$ cat config.mk
export PLATFORM = sky130hd
export DESIGN_NAME = seg7_scan_ctrl_flat
export DESIGN_NICKNAME = d
export VERILOG_FILES = /design/src/rtl/seg7_scan_ctrl_if.sv /design/src/rtl/seg7_scan_ctrl.sv /design/src/flat_wrapper.sv
export SDC_FILE = /design/constraint.sdc
export NUM_CORES = 1
export LEC_CHECK = 0
export BUFFER_PORTS_ARGS = -buffer_cell sky130_fd_sc_hd__buf_2
export CORE_ASPECT_RATIO = 0.8
export CORE_MARGIN = 1.5
export CORE_UTILIZATION = 45
export CTS_CLUSTER_SIZE = 24
export DETAILED_ROUTE_END_ITERATION = 8
export PLACE_DENSITY = 0.62
export SLEW_MARGIN = 20
export SYNTH_ARGS = -nofsm -noshare
export SYNTH_HDL_FRONTEND = slang
export SYNTH_SLANG_ARGS = --single-unit
$ cat constraint.sdc
create_clock -name clk -period 4.2 [get_ports clk]
set_input_delay 0.42 -clock clk [delete_from_list [all_inputs] [get_ports clk]]
set_output_delay 0.42 -clock clk [all_outputs]
set_load 0.02 [all_outputs]
$ cat src/rtl/seg7_scan_ctrl_if.sv
// Display register side of the 7-segment scanner: host-written data and
// controls in, pin-level digit select / segment bus and frame pulse out.
interface seg7_scan_ctrl_if #(
    parameter int DIGITS = 8
);
    logic [4*DIGITS-1:0] data_in;
    logic [DIGITS-1:0]   dp_in;
    logic [DIGITS-1:0]   digit_en;
    logic [DIGITS-1:0]   blink_mask;
    logic                lz_suppress;
    // load is a one-cycle strobe with no back-pressure: the controller always
    // accepts it on the edge where it is high; the data appears from the next frame.
    logic                load;
    logic [DIGITS-1:0]   seg_en;
    logic [7:0]          seg_out;
    logic                frame_done;

    modport master (
        output data_in, dp_in, digit_en, blink_mask, lz_suppress, load,
        input  seg_en, seg_out, frame_done
    );

    modport slave (
        input  data_in, dp_in, digit_en, blink_mask, lz_suppress, load,
        output seg_en, seg_out, frame_done
    );
endinterface

$ cat src/rtl/seg7_scan_ctrl.sv
// Multiplexed 7-segment scanner with dead time, blink, leading-zero suppression
// and frame-synchronous (tear-free) display data update.
module seg7_scan_ctrl #(
    parameter int DIGITS         = 8,
    parameter int SCAN_DIV       = 100000,
    parameter int DEAD_CYC       = 1000,
    parameter int BLINK_FRAMES   = 64,
    parameter int SEG_ACTIVE_LOW = 0,
    parameter int EN_ACTIVE_LOW  = 0
) (
    input logic clk,
    input logic rst,
    seg7_scan_ctrl_if.slave bus
);
    localparam int CW = (SCAN_DIV > 1) ? $clog2(SCAN_DIV) : 1;
    localparam int IW = (DIGITS > 1) ? $clog2(DIGITS) : 1;
    localparam int FW = (BLINK_FRAMES > 1) ? $clog2(BLINK_FRAMES) : 1;
    localparam logic [CW-1:0] C_LAST  = CW'(SCAN_DIV - 1);
    localparam logic [IW-1:0] I_LAST  = IW'(DIGITS - 1);
    localparam logic [FW-1:0] F_LAST  = FW'(BLINK_FRAMES - 1);
    localparam logic [CW:0]   DEAD    = (CW + 1)'(DEAD_CYC);
    localparam logic          SEG_INV = (SEG_ACTIVE_LOW != 0);
    localparam logic          EN_INV  = (EN_ACTIVE_LOW != 0);

    logic [CW-1:0]       c_q, c_d;
    logic [IW-1:0]       idx_q, idx_d;
    logic [4*DIGITS-1:0] stage_data_q, stage_data_d;
    logic [DIGITS-1:0]   stage_dp_q, stage_dp_d;
    logic                pending_q, pending_d;
    logic [4*DIGITS-1:0] shadow_data_q, shadow_data_d;
    logic [DIGITS-1:0]   shadow_dp_q, shadow_dp_d;
    logic [FW-1:0]       fc_q, fc_d;
    logic                bp_q, bp_d;
    logic                frame_end;

    function automatic logic [7:0] seg_decode(input logic [3:0] n);
        case (n)
            4'h0: seg_decode = 8'hFC;
            4'h1: seg_decode = 8'h60;
            4'h2: seg_decode = 8'hDA;
            4'h3: seg_decode = 8'hF2;
            4'h4: seg_decode = 8'h66;
            4'h5: seg_decode = 8'hB6;
            4'h6: seg_decode = 8'hBE;
            4'h7: seg_decode = 8'hE0;
            4'h8: seg_decode = 8'hFE;
            4'h9: seg_decode = 8'hF6;
            4'hA: seg_decode = 8'hEE;
            4'hB: seg_decode = 8'h3E;
            4'hC: seg_decode = 8'h9C;
            4'hD: seg_decode = 8'h7A;
            4'hE: seg_decode = 8'h9E;
            default: seg_decode = 8'h8E;
        endcase
    endfunction

    always_comb begin
        frame_end     = (idx_q == I_LAST) && (c_q == C_LAST);
        c_d           = c_q + 1'b1;
        idx_d         = idx_q;
        stage_data_d  = stage_data_q;
        stage_dp_d    = stage_dp_q;
        pending_d     = pending_q;
        shadow_data_d = shadow_data_q;
        shadow_dp_d   = shadow_dp_q;
        fc_d          = fc_q;
        bp_d          = bp_q;
        if (c_q == C_LAST) begin
            c_d   = '0;
            idx_d = (idx_q == I_LAST) ? '0 : idx_q + 1'b1;
        end
        if (bus.load) begin
            stage_data_d = bus.data_in;
            stage_dp_d   = bus.dp_in;
            pending_d    = 1'b1;
        end
        // Shadow only changes at the frame boundary, so a frame is never mixed.
        if (frame_end) begin
            pending_d = 1'b0;
            if (bus.load) begin
                shadow_data_d = bus.data_in;
                shadow_dp_d   = bus.dp_in;
            end else if (pending_q) begin
                shadow_data_d = stage_data_q;
                shadow_dp_d   = stage_dp_q;
            end
            if (fc_q == F_LAST) begin
                fc_d = '0;
                bp_d = ~bp_q;
            end else begin
                fc_d = fc_q + 1'b1;
            end
        end
    end

    always_ff @(posedge clk) begin
        if (rst) begin
            c_q           <= '0;
            idx_q         <= '0;
            stage_data_q  <= '0;
            stage_dp_q    <= '0;
            pending_q     <= 1'b0;
            shadow_data_q <= '0;
            shadow_dp_q   <= '0;
            fc_q          <= '0;
            bp_q          <= 1'b0;
        end else begin
            c_q           <= c_d;
            idx_q         <= idx_d;
            stage_data_q  <= stage_data_d;
            stage_dp_q    <= stage_dp_d;
            pending_q     <= pending_d;
            shadow_data_q <= shadow_data_d;
            shadow_dp_q   <= shadow_dp_d;
            fc_q          <= fc_d;
            bp_q          <= bp_d;
        end
    end

    logic              show, all_zero, lit;
    logic              dp_sel, en_sel, blink_sel, supp_sel;
    logic [3:0]        nib;
    logic [DIGITS-1:0] supp, en_raw;
    logic [7:0]        seg_raw;

    always_comb begin
        all_zero  = 1'b1;
        supp      = '0;
        en_raw    = '0;
        nib       = 4'h0;
        dp_sel    = 1'b0;
        en_sel    = 1'b0;
        blink_sel = 1'b0;
        supp_sel  = 1'b0;
        show      = !rst && ({1'b0, c_q} >= DEAD);
        // Walk from the most significant digit down: suppressed while all zero so far.
        for (int i = DIGITS - 1; i >= 0; i--) begin
            all_zero = all_zero && (shadow_data_q[4*i +: 4] == 4'h0);
            supp[i]  = bus.lz_suppress && all_zero && (i != 0);
        end
        for (int i = 0; i < DIGITS; i++) begin
            if (idx_q == IW'(i)) begin
                nib       = shadow_data_q[4*i +: 4];
                dp_sel    = shadow_dp_q[i];
                en_sel    = bus.digit_en[i];
                blink_sel = bus.blink_mask[i];
                supp_sel  = supp[i];
                en_raw[i] = show;
            end
        end
        lit     = en_sel && !(blink_sel && bp_q) && !supp_sel;
        seg_raw = (show && lit) ? (seg_decode(nib) | {7'b0, dp_sel}) : 8'h00;
    end

    assign bus.seg_en     = en_raw ^ {DIGITS{EN_INV}};
    assign bus.seg_out    = seg_raw ^ {8{SEG_INV}};
    assign bus.frame_done = !rst && frame_end;
endmodule

$ cat src/flat_wrapper.sv
// flat-port wrapper written by rule: the top's interface ports become plain ports
module seg7_scan_ctrl_flat 
#(
    parameter int DIGITS         = 8,
    parameter int SCAN_DIV       = 100000,
    parameter int DEAD_CYC       = 1000,
    parameter int BLINK_FRAMES   = 64,
    parameter int SEG_ACTIVE_LOW = 0,
    parameter int EN_ACTIVE_LOW  = 0
)
  (clk, rst, bus_data_in, bus_dp_in, bus_digit_en, bus_blink_mask, bus_lz_suppress, bus_load, bus_seg_en, bus_seg_out, bus_frame_done);
  seg7_scan_ctrl_if #(.DIGITS(DIGITS)) bus_i ();
  input logic clk;
  input logic rst;
  input wire logic [$bits(bus_i.data_in)-1:0] bus_data_in;
  input wire logic [$bits(bus_i.dp_in)-1:0] bus_dp_in;
  input wire logic [$bits(bus_i.digit_en)-1:0] bus_digit_en;
  input wire logic [$bits(bus_i.blink_mask)-1:0] bus_blink_mask;
  input wire logic [$bits(bus_i.lz_suppress)-1:0] bus_lz_suppress;
  input wire logic [$bits(bus_i.load)-1:0] bus_load;
  output wire logic [$bits(bus_i.seg_en)-1:0] bus_seg_en;
  output wire logic [$bits(bus_i.seg_out)-1:0] bus_seg_out;
  output wire logic [$bits(bus_i.frame_done)-1:0] bus_frame_done;
  assign bus_i.data_in = bus_data_in;
  assign bus_i.dp_in = bus_dp_in;
  assign bus_i.digit_en = bus_digit_en;
  assign bus_i.blink_mask = bus_blink_mask;
  assign bus_i.lz_suppress = bus_lz_suppress;
  assign bus_i.load = bus_load;
  assign bus_seg_en = bus_i.seg_en;
  assign bus_seg_out = bus_i.seg_out;
  assign bus_frame_done = bus_i.frame_done;
  seg7_scan_ctrl #(.DIGITS(DIGITS), .SCAN_DIV(SCAN_DIV), .DEAD_CYC(DEAD_CYC), .BLINK_FRAMES(BLINK_FRAMES), .SEG_ACTIVE_LOW(SEG_ACTIVE_LOW), .EN_ACTIVE_LOW(EN_ACTIVE_LOW)) u_core (.clk(clk), .rst(rst), .bus(bus_i));
endmodule
==> reports/qor.csv <==
metric;value;unit
r2r-start;u_core.idx_q[2]$_SDFFE_PP0P_;
synth-xor-area-share;3.61;%
ys_types;52;
wire_per_inst;15.2;um
criticalPathCategory;flip-flop to primary output;
ff_latch_area;0.00216;sq mm
drcViolationCount;0;
grt_setup_unrepaired;no;
cts_buffers;9;
status;finished, final reports clean;
coreArea;0.0109;sq mm
holdWs;334;ps
cts_sinks;108;
critPathLaunch;u_core.idx_q[2]$_SDFFE_PP0P_;
yosysTopAreaCell;dfxtp_1;
grt_max_degree;81;
die_area;0.0120;sq mm
gp_congestion;0.897;
crit_arrival;3420;ps
drive_above_1_share;17.6;%
ys.flop_type;dfxtp_1;
rows;34;
ys_warn_count;0;
synthCells;587;
holdCritStartpoint;bus_data_in[19];
power_density;359;mW/mm^2
cts_max_level;3;
synth.area.mux_share;8.06;%
yosysSeqAreaShare;42.5;%
initial_core_util;46.5;%
vias_per_cell;5.46;
maxCapViolCount;0;
finalCritPeriodShare;91.5;%
slew_headroom;46.8;%
dp_hpwl;8610;um
insertion_delay;350;ps
cts_max_path_buffers;2;
yosys.area_share.simple;21.2;%
timing.fmax;260;MHz
areaGrowthSynthToFinish;15.4;%
synth.avg_cell_area;8.67;sq um
clk_pin_slew;70;ps
root_buffer;clkbuf_16;
drv_slew;0;
synth_area_leaders;dfxtp_1 42%, nor2_1 8.6%, mux2i_1 8.1%;
fill_cells;1013;
multiInputGateArea;0.00269;sq mm
die_w;122;um
portBuffers;76;
grt_overflow_total;0;
fin_skew;6.53;ps
firstDrtPassIters;4;
vdd_drop_max;0.282;mV
layout_min_cycle_time;3840;ps
antenna_found_initial;0;
synth_top_area_share;42.5;%
synth_top_family_by_area;simple AND/OR/NAND/NOR gates;
ys_seq_elements;108;
syn_nets;662;
final_hold_viol_count;0;
ant_nets;0;
cts_setup_buffers;0;
p_total;0.00211;W
cts_tree;built;
setup_viol;0;
async_reset_ff_share;0;%
tightest_slew;792;ps
syn-cell-area;0.00509;sq mm
grt_pass1_wl;19700;um
nets;719;
critPathMaxFanout;13;
die_h;98.1;um
p_leak;2.39;nW
grt_pass1_vias;3960;
crit_path_end_kind;primary output;
cts_resized;0;
min_path_type;input port to flip-flop;
final.setup.tns;0;ps
antenna_cells;0;
cts_hold_buf;0;
crit_required;3780;ps
synth_edf_count;0;
startpoint_type;flip-flop;
drt_wl_total;12100;um
synth_adder_area_share;3.69;%
num_io_pins;77;
synth_compound_area_share;16.3;%
vias;4329;
drtIter0Drc;342;
gr-usage-all-layers;20.8;%
[worst paths after layout]
check | endpoint | slack (ps) | cells past startpoint
max | bus_seg_out[4] | 360 | 14
min | u_core.stage_data_q[19]$_SDFFE_PP0P_ | 330 | 3
max reg2reg | u_core.shadow_data_q[5]$_SDFFE_PP0P_ | 1480 | 7
min reg2reg | u_core.c_q[0]$_SDFF_PP0_ | 480 | 1
[critical path: stages, from the launching register on]
cell	delay [ps]
dfxtp_1	330
clkinv_1	210
ha_1	270
buf_4	170
or2_2	320
a221oi_1	220
o22ai_1	130
a21oi_1	160
buf_4	160
inv_1	80
ha_1	290
and3_1	160
a211o_1	260
a21oi_1	110
buf_2	190
[power breakdown]
| group | total (W) | internal, W | switching [W] | leakage, nW |
|---|---|---|---|---|
| combinational | 0.000112 | 0.0000492 | 0.0000629 | 1.35 |
| clock | 0.000936 | 0.000544 | 0.000392 | 0.160 |
| sequential | 0.00106 | 0.00105 | 0.00000816 | 0.879 |
[routing by layer]
layer  vias up  GRT usage [%]  routed length, um
met2        97           32.3               5390
met5         -              0                  0
li1       2187              -                  -
met4         0           5.97                151
met3        14           4.50                545
met1      2031           29.0               5990
[cell usage after synthesis, types with 4 or more instances]
cell / count
xor2_1: 12
nor2b_1: 5
nand3b_1: 6
a21oi_1: 19
inv_1: 16
buf_4: 5
buf_2: 7
nand2_1: 32
nand4_1: 5
nor2_1: 117
nor4_1: 8
mux2i_1: 41
xnor2_1: 9
and3_1: 10
nor3_1: 11
clkbuf_1: 25
a31oi_1: 4
a311oi_1: 6
o21ai_0: 19
ha_1: 15
a211oi_1: 44
nand3_1: 15
dfxtp_1: 108
[cell usage in the layout, fill, tap and decap left out, types with 11 or more instances in the layout]
cell type / n
inv_1: 16
nand3_1: 15
nor2_1: 117
a21oi_1: 19
nand2_1: 32
mux2i_1: 41
ha_1: 15
o21ai_0: 19
a211oi_1: 44
buf_2: 76
nor3_1: 11
dfxtp_1: 108
xor2_1: 12
[sequential cells by signal, summed over array words and instances (netlist names), 3 cells and up]
register and count:
u_core.idx_q 3, u_core.stage_data_q 32, u_core.shadow_data_q 32, u_core.shadow_dp_q 8
u_core.stage_dp_q 8, u_core.fc_q 6, u_core.c_q 17
[area by class of cell]
type | instances | share of cell area, %
Clock inverter | 6 | 1.60
Inverter | 17 | 1.09
Multi-Input combinational cell | 424 | 45.9
Timing Repair Buffer | 84 | 7.50
Tap cell | 144 | 3.07
Sequential cell | 108 | 36.8
Clock buffer | 10 | 4.07
[cell families (layout without fill, tap and decap cells)]
group	Yosys count	after routing
and+or+nand+nor	228	228
AOI/OAI and AO/OA	119	119
DFF	108	108
buffers and inverters	55	117
muxes	41	41
xor gates and xnor gates	21	21
adders and majority gates	15	15
[per-stage QoR]
| step | util (%) | instances | cell area [sq um] | setup slack (ps) |
|---|---|---|---|---|
| 6_report | 53.7 | 793 | 5870 | 355 |
| 5_1_grt | 53.7 | 793 | 5870 | 124 |
| 4_1_cts | 53.7 | 793 | 5870 | 354 |
| 3_5_place_dp | 50.7 | 777 | 5540 | 734 |
| 3_3_place_gp | 50.7 | 777 | 5540 | 808 |
| 2_1_floorplan | - | 587 | 5090 | 824 |
Note: power is estimated with default switching activity, not from simulation.
